--- config.mk ---
export PLATFORM = sky130hd
export DESIGN_NAME = vm_clken_sched
export DESIGN_NICKNAME = d
export VERILOG_FILES = /design/src/rtl/vm_clken_pkg.sv /design/src/rtl/vm_clken_chan.sv /design/src/rtl/vm_clken_sched.sv
export SDC_FILE = /design/constraint.sdc
export NUM_CORES = 1
export LEC_CHECK = 0
export CAP_MARGIN = 20
export CORE_ASPECT_RATIO = 0.5
export CORE_MARGIN = 3
export CORE_UTILIZATION = 45
export CTS_BUF_LIST = sky130_fd_sc_hd__clkbuf_2
export DETAILED_ROUTE_END_ITERATION = 12
export SYNTH_ARGS = -nofsm -noshare
export SYNTH_HDL_FRONTEND = slang
export SYNTH_SLANG_ARGS = --single-unit
--- constraint.sdc ---
create_clock -name clk -period 3.9 [get_ports clk]
set_input_delay 0.975 -clock clk [delete_from_list [all_inputs] [get_ports clk]]
set_output_delay 0.975 -clock clk [all_outputs]
set_load 0.01 [all_outputs]
--- src/rtl/vm_clken_pkg.sv ---
// Shared types and constants for the clock-enable scheduler.
package vm_clken_pkg;

  localparam int NUM_CLK_MAX   = 4;
  localparam int MIN_PERIOD    = 2;
  localparam int CHAN_W        = $clog2(NUM_CLK_MAX);
  // Period field width of the pending slot; PERIOD_W must not exceed it.
  localparam int PEND_PERIOD_W = 16;

  typedef struct packed {
    logic [CHAN_W-1:0]        chan;
    logic [PEND_PERIOD_W-1:0] period;
    logic                     enable;
  } pend_upd_t;

  typedef enum logic [1:0] {
    IMMEDIATE,
    TERMINAL,
    SYNC
  } apply_reason_e;

endpackage

--- src/rtl/vm_clken_chan.sv ---
// One scheduler channel: period/counter/run state, strobe decode, and the
// accept side of the apply handshake from the shared pending slot.
module vm_clken_chan
  import vm_clken_pkg::*;
#(
  parameter int PERIOD_W       = 16,
  parameter int DEFAULT_PERIOD = 10
) (
  input  logic                clk,
  input  logic                rst,
  input  logic                sync,
  input  logic                apply_req,
  input  logic [PERIOD_W-1:0] apply_period,
  input  logic                apply_enable,
  output logic                apply_ack,
  output logic                clk_en,
  output logic                active,
  output logic [PERIOD_W-1:0] period
);

  localparam logic [PERIOD_W-1:0] ONE = PERIOD_W'(1);

  logic [PERIOD_W-1:0] cnt;
  logic                at_term;
  apply_reason_e       reason;

  assign at_term = (cnt == '0);
  // Strobe decoded purely from registers so it is glitch-free.
  assign clk_en  = active & at_term;

  // Decide whether a pending update may land this cycle: immediately on an
  // idle channel, otherwise only at a period boundary (terminal count or sync).
  always_comb begin
    reason    = IMMEDIATE;
    apply_ack = 1'b0;
    if (apply_req) begin
      if (!active) begin
        reason    = IMMEDIATE;
        apply_ack = 1'b1;
      end else if (sync) begin
        reason    = SYNC;
        apply_ack = 1'b1;
      end else if (at_term) begin
        reason    = TERMINAL;
        apply_ack = 1'b1;
      end
    end
  end

  // Channel state: apply updates at boundaries, otherwise count down and reload.
  always_ff @(posedge clk) begin
    if (rst) begin
      period <= PERIOD_W'(DEFAULT_PERIOD);
      cnt    <= '0;
      active <= 1'b0;
    end else if (apply_ack) begin
      case (reason)
        IMMEDIATE: begin
          if (apply_enable) begin
            period <= apply_period;
            cnt    <= apply_period - ONE;
            active <= 1'b1;
          end
        end
        TERMINAL, SYNC: begin
          if (apply_enable) begin
            period <= apply_period;
            cnt    <= apply_period - ONE;
          end else begin
            active <= 1'b0;
            cnt    <= '0;
          end
        end
        default: ;
      endcase
    end else if (active) begin
      if (sync || at_term) cnt <= period - ONE;
      else                 cnt <= cnt - ONE;
    end
  end

endmodule

--- src/rtl/vm_clken_sched.sv ---
// Clock-enable scheduler top: config handshake and validation, single pending
// update slot, sync fan-out, per-channel instances and period readback.
module vm_clken_sched
  import vm_clken_pkg::*;
#(
  parameter int NUM_CLK        = 4,
  parameter int PERIOD_W       = 16,
  parameter int DEFAULT_PERIOD = 10
) (
  input  logic                clk,
  input  logic                rst,
  input  logic                cfg_valid,
  output logic                cfg_ready,
  input  logic [CHAN_W-1:0]   cfg_chan,
  input  logic [PERIOD_W-1:0] cfg_period,
  input  logic                cfg_enable,
  output logic                cfg_err,
  input  logic                sync_start,
  input  logic [CHAN_W-1:0]   rd_chan,
  output logic [PERIOD_W-1:0] rd_period,
  output logic [NUM_CLK-1:0]  clk_en,
  output logic [NUM_CLK-1:0]  chan_active
);

  pend_upd_t           pend;
  logic                pend_valid;
  logic                xfer;
  logic                reject;
  logic [PERIOD_W-1:0] pend_period;
  logic [NUM_CLK-1:0]  apply_req;
  logic [NUM_CLK-1:0]  apply_ack;
  logic [PERIOD_W-1:0] chan_period [NUM_CLK];

  assign cfg_ready   = ~pend_valid;
  assign xfer        = cfg_valid & cfg_ready;
  // Period is only meaningful when enabling; a stop request ignores it.
  assign reject      = (int'(cfg_chan) >= NUM_CLK) ||
                       (cfg_enable && (cfg_period < PERIOD_W'(MIN_PERIOD)));
  assign pend_period = pend.period[PERIOD_W-1:0];

  // Slot occupancy and error pulse; the slot frees on the owning channel's ack.
  always_ff @(posedge clk) begin
    if (rst) begin
      pend_valid <= 1'b0;
      cfg_err    <= 1'b0;
    end else begin
      cfg_err <= xfer & reject;
      if (xfer && !reject)  pend_valid <= 1'b1;
      else if (|apply_ack)  pend_valid <= 1'b0;
    end
  end

  // Pending payload; qualified by pend_valid so it needs no reset.
  always_ff @(posedge clk) begin
    if (xfer && !reject) begin
      pend.chan   <= cfg_chan;
      pend.period <= PEND_PERIOD_W'(cfg_period);
      pend.enable <= cfg_enable;
    end
  end

  for (genvar i = 0; i < NUM_CLK; i++) begin : g_chan
    assign apply_req[i] = pend_valid && (int'(pend.chan) == i);

    vm_clken_chan #(
      .PERIOD_W       (PERIOD_W),
      .DEFAULT_PERIOD (DEFAULT_PERIOD)
    ) u_chan (
      .clk          (clk),
      .rst          (rst),
      .sync         (sync_start),
      .apply_req    (apply_req[i]),
      .apply_period (pend_period),
      .apply_enable (pend.enable),
      .apply_ack    (apply_ack[i]),
      .clk_en       (clk_en[i]),
      .active       (chan_active[i]),
      .period       (chan_period[i])
    );
  end

  // Readback mux; unimplemented channels read as zero.
  always_comb begin
    rd_period = '0;
    for (int i = 0; i < NUM_CLK; i++) begin
      if (int'(rd_chan) == i) rd_period = chan_period[i];
    end
  end

endmodule

Word level (Yosys, flattened, before mapping):

Index checks and enable logic that the tools add are counted.

* input port bits: 25
* memory bits (read-only): 0
* flip-flop bits (word level): 153
* bits in writable memories: 0
* output and inout port bits: 26
* logic and storage cells: 177
* bits in latches: 0
* memories kept: 0

* add/subtract/negate cells: 9
* reduce and logical (&&, ||, !) cells: 51
* $lt $le $gt $ge: 1
* shift operators: 0
* multiplexer cells: 62
* eq/ne operators: 30
* $mul: 0
* bitwise logic cells: 7
* divide/modulo/power cells: 0

Operators with widths (number)
* 16-bit two-way mux: 18
* 16-bit by 1-bit subtractor with 16-bit output (second input constant): 9
* 16-bit one-hot mux with 2 select lines: 4
* 16-bit zero test: 4
* 1-bit two-way mux: 24
* 2-bit two-way mux: 12
* 3-bit inequality test (second input constant): 8
* 3-bit AND reduction: 8
* 2-bit nonzero test: 9
* 2-bit equality test (second input constant): 8
* 16-bit by 2-bit less-than comparator with 1-bit output (second input constant): 1
* 2-bit inequality test (second input constant): 8
* 4-bit AND reduction: 4
* 2-bit by 1-bit equality test with 1-bit output (second input constant): 6
* 2-bit zero test: 6
* 3-bit OR reduction: 4
* 1-bit one-hot mux with 2 select lines: 4
* 2-bit OR reduction: 4
* 1-bit AND: 6
* 1-bit logical AND: 6
* 1-bit logical OR: 4
* 4-bit OR reduction: 1
* 1-bit zero test: 1
* 1-bit NOT: 1

Logic depth before layout (Yosys ltp):

Gate-level depths: netlist of the first run.

* depth after elaboration: 9
* mapped depth: 14
* mapped depth without buffers: 12

Hierarchy:

From an unflattened synthesis of the first run, not the netlist that was laid out.

* cells, all modules: 1330
* area total of the unflattened synthesis: 11268.3 µm²

By module, submodules not included
* vm_clken_chan at g_chan[0].u_chan ...: area an instance 2588.7 µm², times used 2, cells an instance 325, sequential area each 660.6 µm²
* vm_clken_chan at g_chan[2].u_chan: area an instance 2508.7 µm², times used 1, cells an instance 321, sequential area each 660.6 µm²
* vm_clken_chan at g_chan[3].u_chan: area an instance 2443.6 µm², times used 1, cells an instance 300, sequential area each 660.6 µm²
* vm_clken_sched: area an instance 1138.6 µm², times used 1, cells an instance 59, sequential area each 610.6 µm²

Worst setup path before layout of the first run:

No wires, ideal clock.

* path kind: in2reg
* from: in sync_start
* to: reg g_chan[0].u_chan.cnt[14]
* setup time: 0.074 ns
* buffers on the path: 3
* cell stages on the path: 11
* required time: 3.826 ns
* setup slack: 0.195 ns
* data arrival time: 3.631 ns
* cell sequence: buf_2 -> a21oi_2 -> clkbuf_1 -> mux2i_1 -> ha_1 -> clkbuf_1 -> nand3_1 -> o32ai_1 -> o22ai_1 -> or4_1 -> a31oi_1

* cells in the longest elaborated chain, start to end: 7
* elaborated cells on any way between the ends: 19
* those cells by class: eq/ne: 4; mux: 10; reduce/logical: 5

Ends and longest elaborated chain
* start: declaration: line vm_clken_sched.sv:18 `input logic sync_start,`
* 2-bit two-way mux: line vm_clken_chan.sv:40 `end else if (sync) begin`
* 2-bit two-way mux: line vm_clken_chan.sv:37 `if (!active) begin`
* 2-bit two-way mux: line vm_clken_chan.sv:36 `if (apply_req) begin`
* 2-bit by 1-bit equality test with 1-bit output or 2-bit equality test (tied branches): line vm_clken_chan.sv:57 `case (reason)`
* 2-bit OR reduction: line vm_clken_chan.sv:57
* 3-bit inequality test (no source line) or 16-bit one-hot mux with 2 select lines (tied branches)
* 3-bit AND reduction (no source line) or 16-bit two-way mux (tied branches)
* end signal: assignment: line vm_clken_chan.sv:61 `cnt <= apply_period - ONE;`
* end signal: assignment: line vm_clken_chan.sv:68 `cnt <= apply_period - ONE;`
* end signal: assignment: line vm_clken_chan.sv:77 `if (sync || at_term) cnt <= period - ONE;`
* end: declaration: line vm_clken_chan.sv:23 `logic [PERIOD_W-1:0] cnt;`

Parallel ways exist; a longest one is shown, timed or not. The select of a mux whose other input is x is not followed.
A chain may end at the register's enable or synchronous reset.

Final worst setup path of the first run:

* from: reg g_chan[0].u_chan.cnt[5]
* to: out clk_en[0]

* cells in the longest elaborated chain, start to end: 2

Ends and longest elaborated chain
* 16-bit zero test: line vm_clken_chan.sv:27 `assign at_term = (cnt == '0);`
* 1-bit AND: line vm_clken_chan.sv:29 `assign clk_en = active & at_term;`
* end: declaration: line vm_clken_sched.sv:21 `output logic [NUM_CLK-1:0] clk_en,`

Every way passes these cells.

==> impl_metrics.json, run 1 <==
{
  "status": "finished clean",
  "maxCapViolations": 0,
  "ys_seq_elements": 153,
  "final-setup-viol-count": 0,
  "drive_above_1_share_pct": 13.0,
  "vias": 9861,
  "synth_enable_flop_cells": 19,
  "cts-root-buf": "clkbuf_2",
  "dieArea_um2": 24300,
  "yosysWarnings": 0,
  "slew_viol_final": 0,
  "fin_crit_sh_pct": 95.0,
  "synth_top_area_share_pct": 26.7,
  "die_w_um": 217,
  "drtIter0Drc": 1102,
  "finalCriticalPeriod_ps": 3710,
  "antenna_left": 0,
  "gp_congestion": 0.940,
  "antenna_found_initial": 0,
  "clkTransAtPathRegs_ps": 230,
  "route.detailed.drc": 0,
  "ys.flop_type": "dfxtp_1",
  "max-slew-margin-rel_pct": 20.0,
  "wl_per_cell_um": 23.7,
  "vias_per_cell": 6.33,
  "rows": 37,
  "cts_tree": "yes",
  "cts_buffer_depth": 2,
  "end_kind": "output port",
  "firstDrtPassIters": 5,
  "htreeDepth": 4,
  "worst_slack_ps": 194,
  "grt_max_degree": 60,
  "groute.usage.overall_pct": 30.9,
  "dp_hpwl_mm": 27.6,
  "grt_first_pass_wirelength_mm": 57.1,
  "powerDensity_nw_per_um2": 411,
  "overflow": 0,
  "leakage_nw": 4.32,
  "wirelength_mm": 36.9,
  "area_growth_pct": 12.7,
  "rsz0062_at_grt": "no",
  "fp.dieH_um": 112,
  "netlist_instances": 1206,
  "crit_type": "reg2out",
  "worstPathRequired_ps": 2920,
  "syn_area_um2": 10000,
  "pre_cts_slack_ps": -16.3,
  "tightest_slew_ps": 1190,
  "fin_setup_tns_ps": 0,
  "yosysSeqAreaShare_pct": 32.4,
  "ys_types": 72,
  "diodes": 0,
  "fillers": 2085,
  "async_flop_share_pct": 0,
  "max_freq_mhz": 270,
  "syn-num-nets": 1248,
  "fin_nets": 1296,
  "synth_top_cell_by_area": "dfxtp_1",
  "fin_skew_ps": 45.3,
  "coreArea_um2": 21200,
  "syn_area_per_cell_um2": 8.33,
  "vdd_drop_max_v": 0.000190,
  "cts_buffers": 17,
  "start_util_pct": 47.4,
  "io_pins": 51,
  "cp_max_fo": 7,
  "grt_pass1_vias": 9336,
  "synth.most_common_cell": "nand2_1",
  "cts_sinks": 153,
  "clk_latency_ps": 840,
  "portBuffers": 50,
  "arrival_ps": 2730,
  "hold_violations": 0,
  "synth_area_leaders": "dfxtp_1 27%, mux2i_1 6.7%, edfxtp_1 5.7%",
  "synth_common_cells": "138 x nand2_1, 134 x dfxtp_1, 128 x nor2_1",
  "hp-class": "reg2reg",
  "worstSetupStartpointType": "flop"
}
==> sequential cells by signal, indices dropped and copies added, names as in the netlist <==
signal,count
g_chan.u_chan.period,64
g_chan.u_chan.cnt,64
cfg_err,1
g_chan.u_chan.active,4
pend,3
pend_period,16
pend_valid,1
==> per-stage QoR <==
stage	total power [mW]	util [%]	std cells	hold WS [ps]	area, um^2
after detailed placement	3.71	52.1	1524	496	11000
after global routing	4.92	53.4	1559	478	11300
after CTS	4.60	53.2	1557	518	11300
after floorplan	3.14	-	1206	444	10000
final	4.65	53.4	1559	520	11300
after global placement	3.70	52.1	1524	493	11000
==> area by class of cell <==
cell class	instances	area [um^2]	share of cell area, %
sequential	153	3260	28.8
clock inverter	14	123	1.08
inverter	20	75.1	0.663
clock buffer	18	90.1	0.796
multi-input combinational	939	6310	55.8
timing repair buffer	123	1090	9.65
tap	292	365	3.23
==> timing repair <==
| action | 4_1_cts | 5_1_grt |
|---|---|---|
| gates resized for setup | 3 | 7 |
| hold buffers | 0 | 0 |
| setup endpoints to repair | 2 | 3 |
| pin swaps | 1 | 0 |
| setup buffers | 1 | 0 |
==> worst max-delay path, stage by stage, from the launching register on <==
cell and delay (ps):
dfxtp_1 410, nor4_4 260, buf_4 190, and4_1 250, nand3_1 160, inv_1 100
clkdlybuf4s50_1 540
==> placed cells by master (no fill, tap or decap), types with 26 or more instances in the layout <==
cell type	synthesis	routed
buf_4	10	69
a21oi_1	82	82
nor3_1	56	56
mux2i_1	67	67
nor2_1	128	128
o21ai_0	37	37
nand2_1	138	138
a211oi_1	26	26
xor2_1	33	33
dfxtp_1	134	131
clkdlybuf4s50_1	0	48
nand3_1	29	29
xnor2_1	39	39
==> routing by layer <==
| layer | share of wire (%) | vias up | GRT usage, % |
|---|---|---|---|
| met4 | 1.8 | 0 | 7.68 |
| met3 | 12 | 42 | 12.5 |
| met2 | 40 | 506 | 42.1 |
| met5 | 0 | - | 0 |
| li1 | - | 4550 | - |
| met1 | 46 | 4763 | 45.1 |
==> worst paths after layout <==
check | start | end | slack, ps | depth (start not counted)
worst max-delay path | g_chan[0].u_chan.cnt[5] | clk_en[0] | 190 | 6
worst max register to register | g_chan[1].u_chan.cnt[2] | g_chan[1].u_chan.cnt[4] | 560 | 11
worst min-delay path | g_chan[3].u_chan.period[4] | g_chan[3].u_chan.period[4] | 520 | 2
worst min register to register | g_chan[3].u_chan.period[4] | g_chan[3].u_chan.period[4] | 520 | 2
==> power by group <==
group          switching, mW  internal (mW)
registers              0.203           1.72
logic                   1.03          0.808
clock network          0.656          0.238
==> logic make-up after synthesis <==
kind of cell    share of synthesized area, %
flops                                   32.4
buf+inv                                 5.11
mux                                     11.1
simple gates                            23.6
fa+ha+maj                               2.12
xor+xnor                                6.28
compound gates                          19.5
Power figures use the tool's default switching activity.
==> run 2, diff against run 1 <==
Clock period 3.9 ns to 4.1 ns, I/O delays scaled along.
==> impl_metrics.json, run 2 (synthesis gave the netlist of run 1 again) <==
{
  "overflow": 0,
  "slew_viol_final": 0,
  "dieArea_um2": 24300,
  "worstPathCellList": "nor4_4 -> and4_1 -> and3_1 -> clkdlybuf4s50_1",
  "rows": 37,
  "cts_buffer_depth": 2,
  "netSwitchingFraction_pct": 40.8,
  "vias_per_cell": 6.30,
  "dp_hpwl_mm": 26.5,
  "worstSetupStartpointType": "flop",
  "route.detailed.drc": 0,
  "firstDrtPassIters": 6,
  "io_pins": 51,
  "powerDensity_nw_per_um2": 393,
  "worstPathRequired_ps": 3070,
  "met2_length_mm": 14.3,
  "vdd_drop_max_v": 0.000188,
  "design_area_um2": 11100,
  "antenna_left": 0,
  "rsz0062_at_grt": "no",
  "cpPeakStageDelay_ps": 540,
  "drive_above_1_share_pct": 11.3,
  "wirelength_mm": 36.5,
  "multi_input_area_um2": 6300,
  "clk_latency_ps": 860,
  "finalCriticalPeriod_ps": 3930,
  "wl_met3_mm": 4.38,
  "vias": 9680,
  "hold_violations": 0,
  "hp-class": "reg2reg",
  "max_freq_mhz": 255,
  "pre_cts_slack_ps": 253,
  "htreeDepth": 4,
  "final-seq-area_um2": 3250,
  "groute.usage.overall_pct": 30.3,
  "maxCapViolations": 0,
  "r2r_cells": 13,
  "crit_family": "simple AND/OR/NAND/NOR gates",
  "p_int_mw": 2.58,
  "fin_nets": 1273,
  "arrival_ps": 2900,
  "end_kind": "output port",
  "switching_power_mw": 1.78,
  "die_w_um": 217,
  "r2r_end": "g_chan[1].u_chan.cnt[1]",
  "dpl-instance-area_um2": 10900,
  "tightest_slew_ps": 1200,
  "fin_crit_sh_pct": 95.7,
  "grt_first_pass_wirelength_mm": 55.7,
  "status": "finished clean",
  "area_growth_pct": 10.7,
  "wl_per_cell_um": 23.7,
  "cp_slowest_cell": "clkdlybuf4s50_1",
  "comb_power_share_pct": 38.2,
  "portBuffers": 50,
  "clkPwrFrac_pct": 19.9,
  "cts_sinks": 153,
  "crit_end": "clk_en[3]",
  "clkTransAtPathRegs_ps": 240,
  "finalHoldWorstSlack_ps": 525,
  "cp.depth": 4,
  "antenna_found_initial": 0,
  "fillers": 2092,
  "final_common_cell": "nand2_1",
  "final-setup-viol-count": 0,
  "leakage_nw": 4.20,
  "cp_max_fo": 6,
  "worst_slack_ps": 175,
  "cts_tree": "yes",
  "coreArea_um2": 21200,
  "max-slew-margin-rel_pct": 19.6,
  "fp.dieH_um": 112,
  "r2r_slack_ps": 700,
  "fin_setup_tns_ps": 0,
  "start_util_pct": 47.4,
  "startpoint": "g_chan[3].u_chan.cnt[2]",
  "grt_max_degree": 92,
  "p_seq_share_pct": 41.9,
  "grt_pass1_vias": 9005,
  "met1_length_mm": 16.9,
  "cts-root-buf": "clkbuf_2",
  "highest_layer": "met4",
  "crit_type": "reg2out",
  "rr_startpoint": "g_chan[1].u_chan.cnt[2]",
  "cts_buffers": 17,
  "worst-path-buf-inv": 1,
  "final_util_pct": 52.4,
  "fin_skew_ps": 51.9,
  "drtIter0Drc": 1251,
  "mostFrequentLayoutCells": "138 x nand2_1, 134 x dfxtp_1, 128 x nor2_1",
  "gp_congestion": 0.920
}
run 2: changes by cell type in the layout (fill, tap and decap cells not counted), moves of 2 or more:
cell / before / now
buf_4: 69 / 48
clkinv_2: 0 / 2
clkinv_1: 4 / 0
dfxtp_1: 131 / 134
buf_12: 4 / 2
dfxtp_2: 3 / 0
run 2: power by group through the flow:
stage	clock network [mW]	registers, mW	logic [mW]
after global routing	0.942	1.85	1.82
after detailed placement	0	1.85	1.62
after global placement	0	1.84	1.61
final	0.867	1.83	1.67
after floorplan	0	1.76	1.23
after CTS	0.876	1.82	1.63
run 2: stage by stage:
stage	std cells	power [mW]
floorplan	1206	2.99
global placement	1503	3.46
detailed placement	1503	3.46
CTS	1535	4.32
global route	1536	4.61
finish	1537	4.36
run 2: layout make-up:
| class | count | share of cell area [%] |
|---|---|---|
| multi-input cells | 939 | 56.7 |
| flip-flops and latches | 153 | 29.3 |
| repair buffers | 100 | 8.06 |
| well taps | 292 | 3.29 |
| clock inverters | 13 | 1.09 |
| clock buffers | 19 | 0.856 |
| inverters | 20 | 0.676 |
| diodes | 1 | 0.0225 |
run 2: per-layer routing:
metal | global-route usage, % | vias up
li1 | - | 4485
met1 | 44.6 | 4665
met2 | 40.6 | 463
met3 | 10.8 | 67
met4 | 9.94 | 0
met5 | 0 | -
run 2: worst reg2reg max path: cells and delay by family, from the launching register on:
family,cells,cell delay (ps)
buffers and inverters,2,330
AND/OR/NAND/NOR,5,1360
flip-flops,1,420
AO/OA/AOI/OAI,5,960
adder cells (fa/ha/maj),1,230
run 2: how the worst min path moves through the flow:
stage | cells after the start | slack [ps] | from | endpoint
finish | 2 | 520 | g_chan[1].u_chan.period[15] | g_chan[1].u_chan.period[15]
global route | 2 | 550 | g_chan[1].u_chan.period[15] | g_chan[1].u_chan.period[15]
CTS | 2 | 510 | g_chan[1].u_chan.period[15] | g_chan[1].u_chan.period[15]
detailed placement | 2 | 480 | g_chan[1].u_chan.period[15] | g_chan[1].u_chan.period[15]
global placement | 2 | 480 | g_chan[1].u_chan.period[15] | g_chan[1].u_chan.period[15]
floorplan | 2 | 440 | g_chan[1].u_chan.period[15] | g_chan[1].u_chan.period[15]
run 2: repair_timing:
item                                    CTS  global route
gates resized for setup                   1             2
pin swaps                                 0             1
endpoints found under the setup margin    1             2
buffers inserted                          0             1
hold buffers                              0             0
==> run 3, diff against run 2 <==
Settings changed: CELL_PAD_IN_SITES_DETAIL_PLACEMENT set to 1, CELL_PAD_IN_SITES_GLOBAL_PLACEMENT set to 1, PLACE_DENSITY_LB_ADDON set to 0.1.
==> impl_metrics.json, run 3 (synthesis gave the netlist of run 1 again) <==
{
  "fin_crit_sh_pct": 97.7,
  "htreeDepth": 4,
  "clkPwrFrac_pct": 21.5,
  "holdCritStartpoint": "g_chan[1].u_chan.period[15]",
  "netSwitchingFraction_pct": 40.3,
  "p_seq_share_pct": 40.4,
  "cts-root-buf": "clkbuf_2",
  "p_int_mw": 2.71,
  "final_util_pct": 52.7,
  "fin_skew_ps": 35.1,
  "met1_usage_pct": 46.4,
  "grt_max_degree": 76,
  "cts_buffers": 17,
  "fp.dieH_um": 112,
  "gp_congestion": 0.920,
  "wl_per_cell_um": 25.7,
  "r2r_slack_ps": 560,
  "p_total_mw": 4.54,
  "design_area_um2": 11200,
  "groute.usage.overall_pct": 32.9,
  "grt_first_pass_wirelength_mm": 60.8,
  "fin_nets": 1275,
  "io_pins": 51,
  "clkTransAtPathRegs_ps": 240,
  "slew_viol_final": 0,
  "gr-usage-met3_pct": 10.1,
  "end_kind": "output port",
  "hold_violations": 0,
  "antenna_found_initial": 0,
  "max_freq_mhz": 250,
  "use_met2_pct": 47.8,
  "dp_hpwl_mm": 29.2,
  "switching_power_mw": 1.83,
  "cts_buffer_depth": 2,
  "crit_type": "reg2out",
  "wirelength_mm": 39.5,
  "final-setup-viol-count": 0,
  "tightest_slew_ps": 1230,
  "drtIter0Drc": 967,
  "powerDensity_nw_per_um2": 407,
  "die_w_um": 217,
  "dieArea_um2": 24300,
  "cp_max_fo": 5,
  "overflow": 0,
  "cts_hold_buf": 0,
  "antenna_left": 0,
  "rr_startpoint": "g_chan[1].u_chan.cnt[3]",
  "portBuffers": 50,
  "arrival_ps": 2980,
  "vias_per_cell": 6.48,
  "finalCriticalPeriod_ps": 4010,
  "firstDrtPassIters": 5,
  "drive_above_1_share_pct": 11.6,
  "mostFrequentLayoutCells": "138 x nand2_1, 133 x dfxtp_1, 128 x nor2_1",
  "status": "finished clean",
  "vdd_drop_max_v": 0.000193,
  "clk_latency_ps": 840,
  "coreArea_um2": 21200,
  "diodes": 0,
  "comb_power_share_pct": 38.1,
  "maxCapViolations": 0,
  "max-slew-margin-rel_pct": 17.7,
  "leakage_nw": 4.23,
  "worstSetupStartpointType": "flop",
  "worstPathRequired_ps": 3070,
  "hp-class": "reg2reg",
  "cts_tree": "yes",
  "cts_sinks": 153,
  "vias": 9966,
  "startpoint": "g_chan[1].u_chan.cnt[3]",
  "rows": 37,
  "final_common_cell": "nand2_1",
  "dpl-instance-area_um2": 10900,
  "start_util_pct": 47.4,
  "area_growth_pct": 11.3,
  "grt_pass1_vias": 10100,
  "busiest_layer": "met2",
  "route.detailed.drc": 0
}
run 3: changes by cell type in the layout (fill, tap and decap cells not counted), moves of 2 or more:
cell	delta
buf_4	+3
bufinv_16	+2
clkbuf_2	-2
inv_6	-2
run 3: area by class of cell:
class                      count  area (um^2)
sequential                   153         3250
multi-input combinational    939         6300
timing repair buffer         102          913
clock buffer                  17         85.1
inverter                      20         75.1
clock inverter                15          175
tap                          292          365
fill                        2569        10000
run 3: path summary, 6_finish.rpt:
| check | endpoint | cells after the start |
|---|---|---|
| setup reg to reg | g_chan[1].u_chan.cnt[2] | 11 |
| hold / removal | g_chan[1].u_chan.period[15] | 2 |
| setup / recovery | clk_en[1] | 4 |
| hold reg to reg | g_chan[1].u_chan.period[15] | 2 |
run 3: worst max-delay path, stage by stage, from the launching register on:
cell and delay [ps]:
dfxtp_1 410, or4_4 560, nor4_4 390, and3_1 230, clkdlybuf4s50_1 550
run 3: power by group through the flow:
stage                     registers (mW)  clock network, mW  logic [mW]
after floorplan                     1.76                  0        1.23
after global placement              1.84                  0        1.61
after detailed placement            1.85                  0        1.66
after CTS                           1.82              0.991        1.68
after global routing                1.85               1.06        1.89
final                               1.83              0.978        1.73
run 3: routing by layer:
metal	up-vias	wire, um
met5	-	0
met3	78	3960
met2	434	16300
met1	4957	18200
met4	0	1100
li1	4497	-
run 3: metrics by stage:
step	setup TNS (ps)	cells	hold WS, ps	setup WS, ps
after floorplan	0	1206	444	345
after global placement	0	1502	478	320
after detailed placement	0	1502	496	155
after CTS	0	1534	488	1.35
after global routing	-39.7	1538	496	-39.7
final	0	1538	527	94.6
run 3: repair_timing:
item | CTS | global route
setup buffers | 0 | 3
endpoints found under the setup margin | 0 | 2
gates resized for setup | 0 | 5
